**config.mk**
```make
export PLATFORM = sky130hd
export DESIGN_NAME = rx_serial_7o1_flat
export DESIGN_NICKNAME = d
export VERILOG_FILES = /design/src/rtl/rx_serial_7o1_if.sv /design/src/rtl/rx_serial_7o1.sv /design/src/flat_wrapper.sv
export SDC_FILE = /design/constraint.sdc
export NUM_CORES = 1
export LEC_CHECK = 0
export CORE_ASPECT_RATIO = 1.4
export CORE_UTILIZATION = 35
export DETAILED_ROUTE_END_ITERATION = 10
export PLACE_DENSITY = 0.65
export SYNTH_ARGS = -nofsm -noshare
export SYNTH_HDL_FRONTEND = slang
export SYNTH_SLANG_ARGS = --single-unit
```
**constraint.sdc**
```tcl
create_clock -name clock -period 4.05 [get_ports clock]
set_input_delay 0.6075 -clock clock [delete_from_list [all_inputs] [get_ports clock]]
set_output_delay 0.6075 -clock clock [all_outputs]
set_load 0.02 [all_outputs]
```
**src/rtl/rx_serial_7o1_if.sv**
```systemverilog
// Bus between the 7O1 serial receiver and its user: serial input, clear
// request, and the received character with its status flags.
interface rx_serial_7o1_if;
  logic       dado_serial;
  logic       limpa;
  logic [6:0] dados_ascii;
  logic       pronto;
  logic       tem_dado;
  logic       erro_paridade;
  logic       erro_parada;
  logic [3:0] db_estado;

  // Driver side: owns the line and the clear request
  modport master (
    output dado_serial, limpa,
    input  dados_ascii, pronto, tem_dado, erro_paridade, erro_parada, db_estado
  );

  // Receiver side
  modport slave (
    input  dado_serial, limpa,
    output dados_ascii, pronto, tem_dado, erro_paridade, erro_parada, db_estado
  );
endinterface

```
**src/rtl/rx_serial_7o1.sv**
```systemverilog
// Asynchronous serial receiver, 7O1 frames (start, 7 data LSB first, odd
// parity, stop). M clock cycles per bit; N bits for the bit-time counter.
// Optional macro RX_PARITY_CHECK_EN: when defined, a parity error rejects the
// frame and raises erro_paridade; otherwise parity is sampled but ignored.
module rx_serial_7o1 #(
  parameter int unsigned M = 434,
  parameter int unsigned N = 9
) (
  input logic            clock,
  input logic            reset,
  rx_serial_7o1_if.slave bus
);

  localparam logic [N-1:0] HALF_LAST = N'(M / 2 - 1);
  localparam logic [N-1:0] BIT_LAST  = N'(M - 1);

  typedef enum logic [3:0] {
    ST_INICIAL  = 4'd0,
    ST_START    = 4'd1,
    ST_DADOS    = 4'd2,
    ST_PARIDADE = 4'd3,
    ST_PARADA   = 4'd4,
    ST_FINAL    = 4'd5,
    ST_ESPERA   = 4'd6
  } state_t;

  state_t       state;
  logic         sync1;
  logic         s_rx;
  logic [N-1:0] cnt;
  logic [2:0]   nbits;
  logic [6:0]   shreg;
  logic         stop_bit;
  logic         par_err;
  logic         frame_ok;

  logic [6:0]   dados_ascii;
  logic         pronto;
  logic         tem_dado;
  logic         erro_paridade;
  logic         erro_parada;

`ifdef RX_PARITY_CHECK_EN
  logic         par_bit;
  // Odd parity: data XOR parity must be 1
  assign par_err  = ~(^shreg ^ par_bit);
  assign frame_ok = stop_bit & ~par_err;
`else
  assign par_err  = 1'b0;
  assign frame_ok = stop_bit;
`endif

  // Two-flop synchronizer for the asynchronous line (idles high)
  always_ff @(posedge clock) begin
    if (reset) begin
      sync1 <= 1'b1;
      s_rx  <= 1'b1;
    end else begin
      sync1 <= bus.dado_serial;
      s_rx  <= sync1;
    end
  end

  // Frame FSM with bit-time counter and registered outputs
  always_ff @(posedge clock) begin
    if (reset) begin
      state         <= ST_INICIAL;
      cnt           <= '0;
      nbits         <= '0;
      shreg         <= '0;
      stop_bit      <= 1'b0;
`ifdef RX_PARITY_CHECK_EN
      par_bit       <= 1'b0;
`endif
      dados_ascii   <= '0;
      pronto        <= 1'b0;
      tem_dado      <= 1'b0;
      erro_paridade <= 1'b0;
      erro_parada   <= 1'b0;
    end else begin
      pronto <= 1'b0;
      // Cleared first so that a good frame in the same cycle wins
      if (bus.limpa) tem_dado <= 1'b0;
      case (state)
        ST_INICIAL: begin
          cnt   <= '0;
          nbits <= '0;
          if (!s_rx) state <= ST_START;
        end
        ST_START: begin
          if (cnt == HALF_LAST) begin
            cnt   <= '0;
            state <= s_rx ? ST_INICIAL : ST_DADOS;
          end else begin
            cnt <= cnt + 1'b1;
          end
        end
        ST_DADOS: begin
          if (cnt == BIT_LAST) begin
            cnt   <= '0;
            shreg <= {s_rx, shreg[6:1]};
            nbits <= nbits + 1'b1;
            if (nbits == 3'd6) state <= ST_PARIDADE;
          end else begin
            cnt <= cnt + 1'b1;
          end
        end
        ST_PARIDADE: begin
          if (cnt == BIT_LAST) begin
            cnt   <= '0;
`ifdef RX_PARITY_CHECK_EN
            par_bit <= s_rx;
`endif
            state <= ST_PARADA;
          end else begin
            cnt <= cnt + 1'b1;
          end
        end
        ST_PARADA: begin
          if (cnt == BIT_LAST) begin
            cnt      <= '0;
            stop_bit <= s_rx;
            state    <= ST_FINAL;
          end else begin
            cnt <= cnt + 1'b1;
          end
        end
        ST_FINAL: begin
          pronto        <= 1'b1;
          erro_paridade <= par_err;
          erro_parada   <= ~stop_bit;
          if (frame_ok) begin
            dados_ascii <= shreg;
            tem_dado    <= 1'b1;
          end
          state <= stop_bit ? ST_INICIAL : ST_ESPERA;
        end
        ST_ESPERA: begin
          if (s_rx) state <= ST_INICIAL;
        end
        default: state <= ST_INICIAL;
      endcase
    end
  end

  assign bus.dados_ascii   = dados_ascii;
  assign bus.pronto        = pronto;
  assign bus.tem_dado      = tem_dado;
  assign bus.erro_paridade = erro_paridade;
  assign bus.erro_parada   = erro_parada;
  assign bus.db_estado     = state;

endmodule

```
**src/flat_wrapper.sv**
```systemverilog
// flat-port wrapper written by rule: the top's interface ports become plain ports
module rx_serial_7o1_flat 
#(
  parameter int unsigned M = 434,
  parameter int unsigned N = 9
)
  (clock, reset, bus_dado_serial, bus_limpa, bus_dados_ascii, bus_pronto, bus_tem_dado, bus_erro_paridade, bus_erro_parada, bus_db_estado);
  rx_serial_7o1_if bus_i ();
  input logic clock;
  input logic reset;
  input wire logic [$bits(bus_i.dado_serial)-1:0] bus_dado_serial;
  input wire logic [$bits(bus_i.limpa)-1:0] bus_limpa;
  output wire logic [$bits(bus_i.dados_ascii)-1:0] bus_dados_ascii;
  output wire logic [$bits(bus_i.pronto)-1:0] bus_pronto;
  output wire logic [$bits(bus_i.tem_dado)-1:0] bus_tem_dado;
  output wire logic [$bits(bus_i.erro_paridade)-1:0] bus_erro_paridade;
  output wire logic [$bits(bus_i.erro_parada)-1:0] bus_erro_parada;
  output wire logic [$bits(bus_i.db_estado)-1:0] bus_db_estado;
  assign bus_i.dado_serial = bus_dado_serial;
  assign bus_i.limpa = bus_limpa;
  assign bus_dados_ascii = bus_i.dados_ascii;
  assign bus_pronto = bus_i.pronto;
  assign bus_tem_dado = bus_i.tem_dado;
  assign bus_erro_paridade = bus_i.erro_paridade;
  assign bus_erro_parada = bus_i.erro_parada;
  assign bus_db_estado = bus_i.db_estado;
  rx_serial_7o1 #(.M(M), .N(N)) u_core (.clock(clock), .reset(reset), .bus(bus_i));
endmodule
```
# Word-level counts from Yosys, hierarchy flattened
# Index checks and enable logic that the tools add are counted.
# totals
in_bits	4
register_bits	36
out_inout_bits	15
wordCells	58
# classes
n_reduce_logical	9
mux	19
bitwise_logic	1
eq_ne	16
n_addsub	2
# ops
operator	n
4-bit 2-to-1 mux	7
4-bit one-hot mux with 7 select lines	1
9-bit one-hot mux with 3 select lines	1
9-bit 2-to-1 mux	2
4-bit by 3-bit equality test with 1-bit output (second input constant)	3
2-bit by 1-bit inequality test with 1-bit output (second input constant)	6
9-bit by 1-bit adder with 9-bit output (second input constant)	1
9-bit by 8-bit equality test with 1-bit output (second input constant)	1
9-bit equality test (second input constant)	1
4-bit by 2-bit equality test with 1-bit output (second input constant)	2
2-bit AND reduction	4
7-bit AND reduction	1
3-bit 2-to-1 mux	2
3-bit one-hot mux with 2 select lines	1
4-bit by 1-bit equality test with 1-bit output (second input constant)	1
4-bit zero test	1
1-bit 2-to-1 mux	4
3-bit by 1-bit adder with 3-bit output (second input constant)	1
3-bit equality test (second input constant)	1
3-bit nonzero test	1
3-bit OR reduction	1
2-bit 2-to-1 mux	1
2-bit inequality test (second input constant)	1
2-bit nonzero test	1
1-bit inverter	1

# Longest topological paths before layout
# Gate-level depths: netlist (run 1).
# logic_depth
ltp_word	4
mapped_depth	7
depth_no_buf	6

# Worst setup path before layout (run 1)
# Ideal clock, no wire load.
# synth_timing
kind	register to register
startpoint	register u_core.state[1] (netlist: u_core.bus.db_estado[1])
endpoint	register u_core.shreg[0]
setup_ns	0.128
required_time_ns	3.922
path_buffers	1
stages_incl_launch_ff	6
arrival_ns	1.575
period_less_slack_ns	1.702
setup_slack_ns	2.348
cell_sequence	dfxtp_1 > buf_2 > nor3b_1 > nand3_2 > mux2i_1 > nor2_1
# synth_via
elab_chain_len	2
# synth_rtl
element	line	rtl
from (decl)	rx_serial_7o1.sv:27	state_t state;
from (signal assigned)	rx_serial_7o1.sv:93	state <= s_rx ? ST_INICIAL : ST_DADOS;
from (signal assigned)	rx_serial_7o1.sv:136	state <= stop_bit ? ST_INICIAL : ST_ESPERA;
4-bit by 2-bit equality test with 1-bit output	rx_serial_7o1.sv:84	case (state)
2-bit AND reduction (no source line)	-	
to (signal assigned)	rx_serial_7o1.sv:101	shreg <= {s_rx, shreg[6:1]};
to (decl)	rx_serial_7o1.sv:32	logic [6:0] shreg;
# No other way between the ends.
# A chain may end at the register's enable or synchronous reset.

# Worst setup path in the final report (run 1)
# layout_timing
startpoint	register u_core.state[0] (netlist: u_core.bus.db_estado[0])
endpoint	output bus_db_estado[0]
# layout_lines
element	line	rtl
to (decl)	flat_wrapper.sv:18	output wire logic [$bits(bus_i.db_estado)-1:0] bus_db_estado;
# No word-level cell between the ends.

==> flow_metrics.env, run 1 <==
export IMPL_grt_ovfl_total=0
export IMPL_power_switching_mw=0.270
export IMPL_drtAntennaViolNets=0
export IMPL_crit_slowest_cell="clkdlybuf4s50_1"
export IMPL_hp_class="flop to flop"
export IMPL_via_per_inst=5.22
export IMPL_grt_start_max_net_pins=29
export IMPL_synth_xor_area_frac=0.0362
export IMPL_wl_mm=3.41
export IMPL_place_congestion=0.754
export IMPL_core_um2=4570
export IMPL_fill_cells=470
export IMPL_cap_violations=0
export IMPL_cts_root_buf="clkbuf_8"
export IMPL_ys_warn_count=0
export IMPL_skew_ns=0.00612
export IMPL_p_seq_frac=0.436
export IMPL_synth_top_family_by_area="simple AND/OR/NAND/NOR gates"
export IMPL_drv_slew=0
export IMPL_crit_chain="clkdlybuf4s50_1"
export IMPL_drive_gt1_frac=0.0796
export IMPL_cts_tree="built"
export IMPL_ys_flop_type="dfxtp_1"
export IMPL_post_route_util=0.434
export IMPL_start_kind="flop"
export IMPL_antenna_found_initial=0
export IMPL_start_util=0.370
export IMPL_wl_per_cell_um=13.0
export IMPL_rsz0062_at_grt="false"
export IMPL_p_leak_nw=0.748
export IMPL_syn_inst=187
export IMPL_hold_violations=0
export IMPL_synthAdderAreaFrac=0.0370
export IMPL_grt_pass1_vias=1301
export IMPL_hold_buffers=0
export IMPL_die_area_um2=5120
export IMPL_power_mw=0.919
export IMPL_grt_use_total=0.150
export IMPL_cp_required_ns=3.44
export IMPL_combinationalPowerShare=0.217
export IMPL_synth_edff_count=0
export IMPL_num_vias=1372
export IMPL_fp_dieH_um=84.3
export IMPL_avgSynthCellArea_um2=9.05
export IMPL_post_cts_resize_count=0
export IMPL_critPathCaptureType="output port"
export IMPL_cts_sinks=35
export IMPL_slowest_delay_ns=0.71
export IMPL_yosysSeqAreaShare=0.414
export IMPL_grt_pass1_wl_mm=5.89
export IMPL_num_antenna_cells=0
export IMPL_rows=29
export IMPL_insertion_delay_ns=0.28
export IMPL_fin_crit_sh=0.554
export IMPL_synth_ff_latch_count=35
export IMPL_drcViolationCount=0
export IMPL_max_clock_freq_mhz=446
export IMPL_pwr_share_clk=0.348
export IMPL_critPathBufInv=1
export IMPL_critPathMaxFanout=16
export IMPL_relSlewSlack=0.366
export IMPL_ios=19
export IMPL_final_area_um2=1980
export IMPL_cts_max_level=2
export IMPL_power_density_nw_per_um2=463
export IMPL_async_flop_share=0
export IMPL_fin_crit_ns=2.24
export IMPL_cts_buffers=5
export IMPL_path_class="flop to output port"
export IMPL_clk_path_buf_depth=2
export IMPL_p_sw_frac=0.294
export IMPL_dp_hpwl_mm=2.42
export IMPL_synth_compound_area_share=0.152
export IMPL_finalSetupTns_ns=0
export IMPL_first_pass_iters=4
export IMPL_synth_mux_area_frac=0.0533
export IMPL_post_cts_buffers=0
export IMPL_worst_pin_slew_ns=0.948
export IMPL_final_nets=209
export IMPL_p_int_mw=0.649
export IMPL_synthToLayoutAreaGrowth_pct=17.2
export IMPL_dr_first_iter_drc_count=33
export IMPL_worstPathArrival_ns=1.63
export IMPL_syn_area_um2=1690
export IMPL_setup_viol=0
export IMPL_critPathTopFamily="buffers and inverters"
export IMPL_numPortBuffers=16
export IMPL_synth_cell_type_count=48
export IMPL_peakVddDrop_mv=0.365
export IMPL_dpl_cell_area_um2=1870
export IMPL_synthSimpleGateAreaFrac=0.250
export IMPL_clkTransAtPathRegs_ns=0.07
export IMPL_die_w_um=60.8
export IMPL_status="complete, no violations"
## area by class of cell
type / count / area [um2] / share of cell area
Clock buffer: 6 / 82.6 / 0.0416
Clock inverter: 2 / 35.0 / 0.0177
Inverter: 7 / 26.3 / 0.0132
Multi-Input combinational cell: 135 / 901 / 0.454
Sequential cell: 35 / 701 / 0.353
Tap cell: 62 / 77.6 / 0.0391
Timing Repair Buffer: 16 / 160 / 0.0808
## kinds of logic (layout without fill, tap and decap cells)
group	Yosys count	after routing
fa+ha+maj	5	5
xor+xnor	7	7
flops	35	35
simple gates	77	77
compound gates	35	35
other cells	1	2
mux	9	9
buf+inv	18	31
## power groups by stage
stage               Sequential, mW  Combinational, mW  Clock [mW]
floorplan                    0.395              0.157           0
detailed placement           0.409              0.200           0
global placement             0.408              0.195           0
CTS                          0.401              0.201       0.326
finish                       0.400              0.199       0.320
global route                 0.405              0.226       0.339
## sequential cells by signal, summed over array words and instances (netlist names)
signal,flops
u_core.bus.dados_ascii,7
u_core.s_rx,1
u_core.frame_ok,1
u_core.bus.pronto,1
u_core.sync1,1
u_core.bus.db_estado,3
u_core.shreg,7
u_core.nbits,3
u_core.bus.tem_dado,1
u_core.cnt,9
u_core.bus.erro_parada,1
## worst paths after layout
kind	startpoint	endpoint	slack, ns	depth (start not counted)
worst max-delay path	u_core.bus.db_estado[0]	bus_db_estado[0]	1.81	1
worst min-delay path	u_core.sync1	u_core.s_rx	0.42	1
worst max register to register	u_core.cnt[0]	u_core.bus.db_estado[0]	2.12	5
worst min register to register	u_core.sync1	u_core.s_rx	0.42	1
## stage by stage
step	std cells	hold slack (ns)	worst slack, ns
final	263	0.423	1.81
after global routing	263	0.443	1.72
after CTS	263	0.425	1.78
after detailed placement	255	0.404	1.71
after global placement	255	0.394	1.74
after floorplan	188	0.389	2.35
## layer usage
| layer | share of wire | vias to the layer above | global-route usage |
|---|---|---|---|
| li1 | - | 683 | - |
| met1 | 0.43 | 659 | 0.181 |
| met2 | 0.51 | 22 | 0.245 |
| met3 | 0.034 | 8 | 0.0324 |
| met4 | 0.024 | 0 | 0.0723 |
| met5 | 0 | - | 0 |
## synth_stat cells, types with 2 or more instances
library cell | n | area (um2)
nand2b_1 | 2 | 12.5
inv_1 | 7 | 26.3
a21oi_1 | 17 | 85.1
mux2i_1 | 9 | 90.1
nand3_1 | 2 | 10.0
buf_4 | 2 | 15.0
nor3b_1 | 3 | 22.5
nor3_1 | 4 | 20.0
clkbuf_1 | 4 | 15.0
xor2_1 | 5 | 43.8
ha_1 | 5 | 62.6
nor2_1 | 17 | 63.8
buf_6 | 2 | 22.5
a31oi_1 | 2 | 12.5
dfxtp_1 | 35 | 701
nand2_1 | 22 | 82.6
nand4_1 | 6 | 37.5
or2_2 | 2 | 12.5
o21ai_0 | 5 | 25.0
buf_2 | 3 | 15.0
nor4b_1 | 2 | 17.5
and3b_1 | 3 | 26.3
xnor2_1 | 2 | 17.5
and2_1 | 2 | 12.5
## placed cells by master (no fill, tap or decap), types with 2 or more instances in the layout
cell,count
conb_1,2
nand2_1,22
xor2_1,5
xnor2_1,2
o21ai_0,5
clkdlybuf4s50_1,16
nand3_1,2
and3b_1,3
a21oi_1,17
nor3b_1,3
nor3_1,4
ha_1,5
nor2_1,17
nor4b_1,2
nand4_1,6
dfxtp_1,35
nand2b_1,2
mux2i_1,9
and2_1,2
clkbuf_8,6
or2_2,2
a31oi_1,2
inv_1,7
Power figures use the tool's default switching activity.
==> run 2, diff against run 1 <==
==> constraint.sdc (replaced) <==
create_clock -name clock -period 2.25 [get_ports clock]
set_input_delay 0.3375 -clock clock [delete_from_list [all_inputs] [get_ports clock]]
set_output_delay 0.3375 -clock clock [all_outputs]
set_load 0.02 [all_outputs]
==> run 2 against run 1 <==
  * Sequential cell count unchanged
  * Design area down 1.3%
  * Largest power group unchanged
  * Critical path type unchanged
  * Clock skew rose by 0.0012 ns
  * Wire length down 2.5%
  * First-iteration DRC count down 30%
  * Power grew 66%
  * Combinational power up 83%
  * Utilization decreased by 0.55 points
  * Highest routed layer unchanged
==> flow_metrics.env, run 2 (same netlist as run 1, synthesis figures left out) <==
export IMPL_status="complete, no violations"
export IMPL_p_leak_nw=0.733
export IMPL_grt_ovfl_total=0
export IMPL_largest_reg_flops=9
export IMPL_fin_crit_ns=1.94
export IMPL_cts_max_level=2
export IMPL_synthToLayoutAreaGrowth_pct=15.8
export IMPL_fp_dieH_um=84.3
export IMPL_core_um2=4570
export IMPL_path_class="flop to output port"
export IMPL_clk_path_buf_depth=2
export IMPL_cts_sinks=35
export IMPL_rows=29
export IMPL_cts_buffers=5
export IMPL_finalSetupTns_ns=0
export IMPL_crit_chain="clkdlybuf4s50_1"
export IMPL_insertion_delay_ns=0.28
export IMPL_crit_slowest_cell="clkdlybuf4s50_1"
export IMPL_max_clock_freq_mhz=516
export IMPL_dpl_cell_area_um2=1870
export IMPL_first_pass_iters=4
export IMPL_hp_class="flop to flop"
export IMPL_hold_violations=0
export IMPL_die_area_um2=5120
export IMPL_cp_required_ns=1.91
export IMPL_fill_cells=476
export IMPL_start_kind="flop"
export IMPL_cap_violations=0
export IMPL_num_vias=1327
export IMPL_grt_pass1_wl_mm=5.78
export IMPL_rsz0062_at_grt="false"
export IMPL_ios=19
export IMPL_largestRegisters="u_core.cnt: 9 flops, u_core.bus.dados_ascii: 7 flops, u_core.shreg: 7 flops"
export IMPL_grt_start_max_net_pins=26
export IMPL_wl_per_cell_um=12.6
export IMPL_die_w_um=60.8
export IMPL_drtAntennaViolNets=0
export IMPL_dr_first_iter_drc_count=23
export IMPL_relSlewSlack=0.632
export IMPL_critPathCaptureType="output port"
export IMPL_cts_tree="built"
export IMPL_regMostFlops="u_core.cnt"
export IMPL_worstPathArrival_ns=1.60
export IMPL_hold_buffers=0
export IMPL_final_area_um2=1960
export IMPL_cts_root_buf="clkbuf_8"
export IMPL_final_cell_mix="dfxtp_1 (35), nand2_1 (22), a21oi_1 (17), nor2_1 (17), clkdlybuf4s50_1 (16)"
export IMPL_place_congestion=0.778
export IMPL_fin_crit_sh=0.861
export IMPL_wl_mm=3.33
export IMPL_setup_viol=0
export IMPL_drv_slew=0
export IMPL_critPathMaxFanout=16
export IMPL_place_inst=256
export IMPL_grt_use_total=0.148
export IMPL_power_density_nw_per_um2=778
export IMPL_peakVddDrop_mv=0.383
export IMPL_clkTransAtPathRegs_ns=0.07
export IMPL_stdcell_count=264
export IMPL_slowest_delay_ns=0.70
export IMPL_skew_ns=0.00730
export IMPL_numPortBuffers=16
export IMPL_final_nets=210
export IMPL_drive_gt1_frac=0.0792
export IMPL_antenna_found_initial=0
export IMPL_critPathBufInv=1
export IMPL_critPathTopFamily="buffers and inverters"
export IMPL_dp_hpwl_mm=2.32
export IMPL_grt_pass1_vias=1294
export IMPL_start_util=0.370
export IMPL_worst_pin_slew_ns=0.547
export IMPL_num_antenna_cells=0
export IMPL_final_common_cell="dfxtp_1"
export IMPL_post_cts_resize_count=0
export IMPL_drcViolationCount=0
export IMPL_via_per_inst=5.03
export IMPL_post_cts_buffers=0
-- run 2: final timing paths --
| path | cells after the start | slack (ns) | end | from |
|---|---|---|---|---|
| setup reg to reg | 5 | 0.36 | u_core.bus.db_estado[0] | u_core.cnt[0] |
| setup / recovery | 1 | 0.31 | bus_db_estado[1] | u_core.bus.db_estado[1] |
| hold / removal | 1 | 0.42 | u_core.s_rx | u_core.sync1 |
| hold reg to reg | 1 | 0.42 | u_core.s_rx | u_core.sync1 |
-- run 2: stage by stage --
stage / setup WS, ns / util / hold slack, ns / total power [mW]
final: 0.314 / 0.428 / 0.416 / 1.52
after CTS: 0.299 / 0.428 / 0.422 / 1.54
after global placement: 0.441 / 0.410 / 0.397 / 1.09
after global routing: 0.222 / 0.428 / 0.437 / 1.61
after detailed placement: 0.374 / 0.410 / 0.403 / 1.10
after floorplan: 0.548 / - / 0.389 / 0.995
-- run 2: metal layers --
layer	part of all wire	up-vias	global-route usage
met5	0	-	0
met4	0.022	0	0.0702
met3	0.028	8	0.0339
met2	0.50	18	0.248
met1	0.45	620	0.173
li1	-	681	-
-- run 2: area by class of cell --
cell class / count / area (um2) / share of cell area
multi-input combinational: 135 / 901 / 0.460
sequential: 35 / 701 / 0.358
timing repair buffer: 17 / 168 / 0.0856
tap: 62 / 77.6 / 0.0396
clock buffer: 6 / 72.6 / 0.0371
inverter: 7 / 26.3 / 0.0134
clock inverter: 2 / 12.5 / 0.00639
-- run 2: power breakdown --
group	switching (mW)	internal (mW)	total, mW
sequential	0.0703	0.649	0.719
combinational	0.200	0.163	0.364
clock	0.225	0.216	0.441
==> run 3, diff against run 2 <==
--- a/config.mk
+++ b/config.mk
@@ -7,6 +7,7 @@
 export LEC_CHECK = 0
 export CORE_ASPECT_RATIO = 1.4
 export CORE_UTILIZATION = 35
+export CTS_CLUSTER_DIAMETER = 100
 export DETAILED_ROUTE_END_ITERATION = 10
 export PLACE_DENSITY = 0.65
 export SYNTH_ARGS = -nofsm -noshare
==> results of run 3 <==
Same layout as run 2: the final DEF is identical, and so are final timing and power.
